[config.mk]
export PLATFORM = sky130hd
export DESIGN_NAME = reset_sequencer
export DESIGN_NICKNAME = d
export VERILOG_FILES = /design/src/rtl/reset_seq_pkg.sv /design/src/rtl/rst_debounce.sv /design/src/rtl/reset_sequencer.sv
export SDC_FILE = /design/constraint.sdc
export NUM_CORES = 1
export LEC_CHECK = 0
export CORE_MARGIN = 2
export CORE_UTILIZATION = 47
export DETAILED_ROUTE_END_ITERATION = 10
export GPL_TIMING_DRIVEN = 0
export SYNTH_ARGS = -nofsm -noshare
export SYNTH_HDL_FRONTEND = slang
export SYNTH_HIERARCHICAL = 1
export SYNTH_SLANG_ARGS = --single-unit
[constraint.sdc]
create_clock -name clk -period 3 [get_ports clk]
set_clock_uncertainty 0.1 [all_clocks]
set_input_delay 0.6 -clock clk [delete_from_list [all_inputs] [get_ports clk]]
set_output_delay 0.6 -clock clk [all_outputs]
set_load 0.005 [all_outputs]
[src/rtl/reset_seq_pkg.sv]
`default_nettype none
// ============================================================================
// Package : reset_seq_pkg
// Brief   : State encoding, reset-cause codes and helpers for reset_sequencer.
// Rev     : 1.0  initial release
// ============================================================================
package reset_seq_pkg;

    typedef logic [1:0] state_t;

    localparam state_t c_st_hold = 2'd0;
    localparam state_t c_st_rel  = 2'd1;
    localparam state_t c_st_run  = 2'd2;

    typedef enum logic [1:0] {
        CAUSE_POR  = 2'b00,
        CAUSE_PB   = 2'b01,
        CAUSE_WDOG = 2'b10
    } cause_e;

    function automatic int max4(input int a, input int b, input int c, input int d);
        int m;
        m = a;
        if (b > m) m = b;
        if (c > m) m = c;
        if (d > m) m = d;
        return m;
    endfunction

endpackage
`default_nettype wire

[src/rtl/rst_debounce.sv]
`default_nettype none
// ============================================================================
// Module  : rst_debounce
// Brief   : 2-flop synchroniser plus debounce filter; one-cycle pulse per press.
// Rev     : 1.0  initial release
// ============================================================================
module rst_debounce
    import reset_seq_pkg::*;
#(
    parameter int DB_CYCLES = 1024,
    parameter int CNT_W     = 16
) (
    input  logic clk,
    input  logic reset,
    input  logic pb_n,
    output logic press
);

    localparam logic [CNT_W-1:0] c_db_last = CNT_W'(DB_CYCLES - 1);

    logic             r_sync1;
    logic             r_sync2;
    logic             r_stable;
    logic             r_press;
    logic [CNT_W-1:0] r_cnt;

    always_ff @(posedge clk or posedge reset) begin
        if (reset) begin
            r_sync1  <= 1'b1;
            r_sync2  <= 1'b1;
            r_stable <= 1'b1;
            r_press  <= 1'b0;
            r_cnt    <= '0;
        end else begin
            r_sync1 <= pb_n;
            r_sync2 <= r_sync1;
            r_press <= 1'b0;
            if (r_sync2 == r_stable) begin
                r_cnt <= '0;
            end else if (r_cnt == c_db_last) begin
                // Only a 1->0 change of the filtered level is a press.
                r_stable <= r_sync2;
                r_press  <= r_stable;
                r_cnt    <= '0;
            end else if (r_cnt != '1) begin
                r_cnt <= r_cnt + 1'b1;
            end
        end
    end

    assign press = r_press;

endmodule
`default_nettype wire

[src/rtl/reset_sequencer.sv]
`default_nettype none
// ============================================================================
// Module  : reset_sequencer
// Brief   : Power-on / pushbutton reset generator releasing NUM_CH resets in order.
// Options : define RST_SEQ_WDOG_EN to enable the RUN-state watchdog.
// Rev     : 1.0  initial release
// ============================================================================
module reset_sequencer
    import reset_seq_pkg::*;
#(
    parameter int NUM_CH      = 4,
    parameter int CNT_W       = 16,
    parameter int PRE_DLY     = 128,
    parameter int STAGE_DLY   = 16,
    parameter int DB_CYCLES   = 1024,
    parameter int WDOG_CYCLES = 65535
) (
    input  logic              clk,
    input  logic              reset,
    input  logic              pb_n,
    input  logic              wdog_kick,
    output logic [NUM_CH-1:0] rst_out,
    output logic              done,
    output logic [1:0]        cause
);

    localparam int c_idx_w    = (NUM_CH > 1) ? $clog2(NUM_CH) : 1;
    localparam int c_cnt_need = max4(PRE_DLY, STAGE_DLY, DB_CYCLES, WDOG_CYCLES);

    localparam logic [CNT_W-1:0]   c_pre_last   = CNT_W'(PRE_DLY - 1);
    localparam logic [CNT_W-1:0]   c_stage_last = CNT_W'(STAGE_DLY - 1);
    localparam logic [c_idx_w-1:0] c_idx_last   = c_idx_w'((NUM_CH > 1) ? NUM_CH - 2 : 0);

    generate
        if ((NUM_CH < 1) || (NUM_CH > 16) || (PRE_DLY < 1) || (STAGE_DLY < 1) ||
            ((CNT_W < 31) && (c_cnt_need > ((1 << CNT_W) - 1)))) begin : g_param_check
            $error("reset_sequencer: CNT_W too small or parameter out of range");
        end
    endgenerate

    state_t              r_state;
    logic [CNT_W-1:0]    r_cnt;
    logic [c_idx_w-1:0]  r_idx;
    logic [NUM_CH-1:0]   r_rst_out;
    logic                r_done;
    cause_e              r_cause;

    logic                w_press;
    logic                w_wdog_expire;
    logic                w_restart;
    logic [CNT_W-1:0]    w_cnt_inc;

    rst_debounce #(
        .DB_CYCLES (DB_CYCLES),
        .CNT_W     (CNT_W)
    ) u_debounce (
        .clk   (clk),
        .reset (reset),
        .pb_n  (pb_n),
        .press (w_press)
    );

    assign w_restart = w_press | w_wdog_expire;
    assign w_cnt_inc = (r_cnt == '1) ? r_cnt : r_cnt + 1'b1;

`ifdef RST_SEQ_WDOG_EN
    localparam logic [CNT_W-1:0] c_wdog_last = CNT_W'(WDOG_CYCLES - 1);

    logic [CNT_W-1:0] r_wdog_cnt;

    always_ff @(posedge clk or posedge reset) begin
        if (reset) begin
            r_wdog_cnt <= '0;
        end else if ((r_state != c_st_run) || w_restart || wdog_kick) begin
            r_wdog_cnt <= '0;
        end else if (r_wdog_cnt != '1) begin
            r_wdog_cnt <= r_wdog_cnt + 1'b1;
        end
    end

    // A kick on the expiry edge still counts as a kick.
    assign w_wdog_expire = (r_state == c_st_run) && !wdog_kick && (r_wdog_cnt == c_wdog_last);
`else
    logic w_unused_kick;
    assign w_unused_kick = wdog_kick;
    assign w_wdog_expire = 1'b0;
`endif

    always_ff @(posedge clk or posedge reset) begin
        if (reset) begin
            r_state   <= c_st_hold;
            r_cnt     <= '0;
            r_idx     <= '0;
            r_rst_out <= '1;
            r_done    <= 1'b0;
            r_cause   <= CAUSE_POR;
        end else if (w_restart) begin
            // Pushbutton takes precedence when both sources fire together.
            r_state   <= c_st_hold;
            r_cnt     <= '0;
            r_idx     <= '0;
            r_rst_out <= '1;
            r_done    <= 1'b0;
            r_cause   <= w_press ? CAUSE_PB : CAUSE_WDOG;
        end else begin
            case (r_state)
                c_st_hold: begin
                    if (r_cnt == c_pre_last) begin
                        r_cnt     <= '0;
                        r_rst_out <= r_rst_out << 1;
                        if (NUM_CH == 1) begin
                            r_state <= c_st_run;
                            r_done  <= 1'b1;
                        end else begin
                            r_state <= c_st_rel;
                        end
                    end else begin
                        r_cnt <= w_cnt_inc;
                    end
                end
                c_st_rel: begin
                    if (r_cnt == c_stage_last) begin
                        // Released bits are the low zeros, so a left shift frees the next channel.
                        r_cnt     <= '0;
                        r_rst_out <= r_rst_out << 1;
                        r_idx     <= r_idx + 1'b1;
                        if (r_idx == c_idx_last) begin
                            r_state <= c_st_run;
                            r_done  <= 1'b1;
                        end
                    end else begin
                        r_cnt <= w_cnt_inc;
                    end
                end
                c_st_run: begin
                end
                default: begin
                    r_state <= c_st_hold;
                end
            endcase
        end
    end

    assign rst_out = r_rst_out;
    assign done    = r_done;
    assign cause   = r_cause;

endmodule
`default_nettype wire

==> summary.txt <==
measured slew at the worst slew-check pin: 981.1 ps
core box area: 5107 sq um
Critical Path Start: r_cnt[10]$_DFFE_PP0P_
Sw Pwr: 0.0002334 W
WHS Path Cells: 0
pre-CTS setup slack: 706.5 ps
Crit path required time: 3070 ps
met3 routed WL: 180 um
cell taking the most area after synthesis: dfrtp_1
setup bufs post-CTS: 0
vias in the first global route: 1,912
CTS Hold Bufs: 0
critical path capture point type: flop
Gate power share: 2.4%
CTS HTree Levels: 2
fin crit period: 2310 ps
peak supply drop: 0.0002145 V
Crit Path Max Fanout: 10
RSZ-0062 raised after global routing: false
largest net degree at the start of global routing: 27
final WL: 5146 um
initial antenna violation count: 0
critical path launch point type: flop
Critical Path AT: 2380 ps
pwr dens: 410.5 nW/um^2
Clock power frac: 42.3%
CTS max path bufs: 2
crit path kind: reg2reg
Iter 0 DRT Violations: 146
R2R depth: 5
setup ws final: 690.0 ps
Seq pwr share: 55.3%
period utilization: 77.00%
Peak Freq: 432.9 MHz
Synth top area share: 39.22%
DR vias: 2,073
library cells used by synthesis: 52
WL met1: 2308 um
Initial Utilization: 48.73%
Min-Delay Path Class: reg2reg
Syn Area/Cell: 9.609 sq um
Int Power: 0.0009048 W
root buffer cell: clkbuf_8
TritonRoute pass-1 iters: 4
TritonCTS buffer count: 5
Seq cells post-synth: 46
Fin. Hold Viols: 0
Mapped Area: 2489 sq um
Rel. slew slack: 34.52%
Worst-Skew Late Latency: 300 ps
DR WL/cell: 14.92 um
Layout Nets: 281
number of antenna diodes: 0
setup TNS: 0 ps
sw frac: 20.51%
Clock Sinks: 46
EDFF count, synth: 0
hold_sp: u_debounce/r_sync1$_DFF_PP1_
register area share after synthesis: 46.61%
GRT Total Usage: 18.77%
first-pass GRT wire length: 8921 um
status: complete, no violations
# resized after CTS: 0
syn nets: 266
total global routing overflow: 0
instance count of the mapped netlist: 259
DIE HEIGHT: 76.77 um
Highest Signal Layer: met4
Final GP Congestion: 0.8196
metal2 WL: 2629 um
fraction of registers with async set/reset: 100.0%
Die Wd: 76.77 um
leak pwr: 1.083 nW
Synthesis Warnings: 6
R2R Path Start: r_cnt[10]$_DFFE_PP0P_
Port Buffer Count: 8
clk slew on worst S/H paths: 90 ps
Antenna Nets Post-Route: 0
die area: 5893 sq um
Detailed Place HPWL: 3543 um
ys flop type: dfrtp_1
Post-route DRC: 0
share of post-route cells with drive strength above 1: 13.82%
CTS tree: yes
worst hold slack: 260.7 ps
area grow syn2layout: 11.41%
Final Max Tran Viols: 0
Synth area leaders: dfrtp_1, dfstp_2, a21oi_1
max_cap viols: 0
Final setup viols: 0
IO Pins: 11
Tot Pwr: 0.001138 W
vias per cell: 6.009
Rows: 26
Filler Cell Count: 488
-- routing by layer --
layer / vias to the layer above / track usage (%)
met5: - / 0
met4: 0 / 6.364
met3: 2 / 4.588
met2: 45 / 32.72
met1: 1004 / 22.63
li1: 1022 / -
-- power by group through the flow --
stage / Sequential [W] / Clock (W) / Combinational (W)
3_5_place_dp: 0.000642 / 0 / 0.0000288
6_report: 0.000630 / 0.000481 / 0.0000274
5_1_grt: 0.000630 / 0.000514 / 0.0000330
4_1_cts: 0.000630 / 0.000490 / 0.0000288
3_3_place_gp: 0.000642 / 0 / 0.0000286
2_1_floorplan: 0.000641 / 0 / 0.0000196
-- logic make-up (layout without fill, tap and decap cells) --
| group | after synthesis | after routing | synth area share (%) |
|---|---|---|---|
| AOI/OAI and AO/OA | 55 | 55 | 13.88 |
| and+or+nand+nor | 126 | 126 | 30.37 |
| other | 1 | 1 | 0.1507 |
| buffers and inverters | 17 | 33 | 3.117 |
| DFF | 46 | 46 | 46.61 |
| muxes | 9 | 9 | 3.670 |
| adders and majority gates | 3 | 3 | 1.508 |
| xor gates and xnor gates | 2 | 2 | 0.7040 |
-- stage by stage --
step	std cells	instance area [sq um]	utilization (%)
6_report	345	2773	54.29
3_3_place_gp	337	2656	52.01
2_1_floorplan	259	2489	-
5_1_grt	345	2773	54.29
4_1_cts	345	2773	54.29
3_5_place_dp	337	2656	52.01
-- sequential cells by signal, summed over array words and instances (netlist names) --
signal,count
r_cnt,16
u_debounce/r_cnt,16
rst_out,4
r_idx,2
r_state,2
cause,1
done,1
u_debounce/press,1
u_debounce/r_stable,1
u_debounce/r_sync1,1
u_debounce/r_sync2,1
-- synthesized netlist by cell type, types with 2 or more instances --
master / count
xor2_1: 2
inv_1: 4
a31oi_1: 6
a211oi_1: 4
nor2_1: 24
nand4_1: 14
or4_4: 2
buf_4: 2
a21oi_1: 18
or3_2: 3
and2_1: 2
o21ai_0: 12
nor4_1: 7
buf_2: 4
nand2b_1: 2
nand2_1: 12
mux2i_1: 8
clkbuf_1: 5
nand3_1: 11
dfstp_2: 7
nor3_1: 14
and4_1: 5
or3_1: 5
dfrtp_1: 39
nor3b_1: 4
o31ai_1: 7
or4_1: 6
and3_1: 4
ha_1: 3
-- critical path, stage by stage, from the launching register on --
cell	delay, ps
dfrtp_1	430
nor4_1	670
nand4_1	300
o21bai_2	380
buf_4	250
a21oi_1	60
-- area by class of cell --
cell class	count	area, sq um	area share [%]
clock buffers	7	86.33	3.114
multi-input cells	196	1251	45.13
flip-flops and latches	46	1160	41.83
plain buffers	12	58.81	2.121
inverters	5	18.77	0.6769
repair buffers	8	80.08	2.888
clock inverters	1	30.03	1.083
well taps	70	87.58	3.159
-- worst paths after layout --
| check | slack, ps | endpoint |
|---|---|---|
| hold / removal | 260 | u_debounce/r_sync2$_DFF_PP1_ |
| setup reg to reg | 690 | r_cnt[7]$_DFFE_PP0P_ |
| max in group asynchronous | 1450 | r_cnt[9]$_DFFE_PP0P_ |
| setup / recovery | 690 | r_cnt[7]$_DFFE_PP0P_ |
| min in group asynchronous | 650 | u_debounce/r_cnt[12]$_DFFE_PP0P_ |
| hold reg to reg | 260 | u_debounce/r_sync2$_DFF_PP1_ |
-- cells in the final DEF (no fill, tap or decap), types with 7 or more instances in the layout --
| master | instances |
|---|---|
| a21oi_1 | 18 |
| clkdlybuf4s50_1 | 8 |
| dfrtp_1 | 39 |
| dfstp_2 | 7 |
| mux2i_1 | 8 |
| nand2_1 | 12 |
| nand3_1 | 11 |
| nand4_1 | 14 |
| nor2_1 | 24 |
| nor3_1 | 14 |
| nor4_1 | 7 |
| o21ai_0 | 12 |
| o31ai_1 | 7 |
No activity file was read; power rests on OpenSTA's default activity.
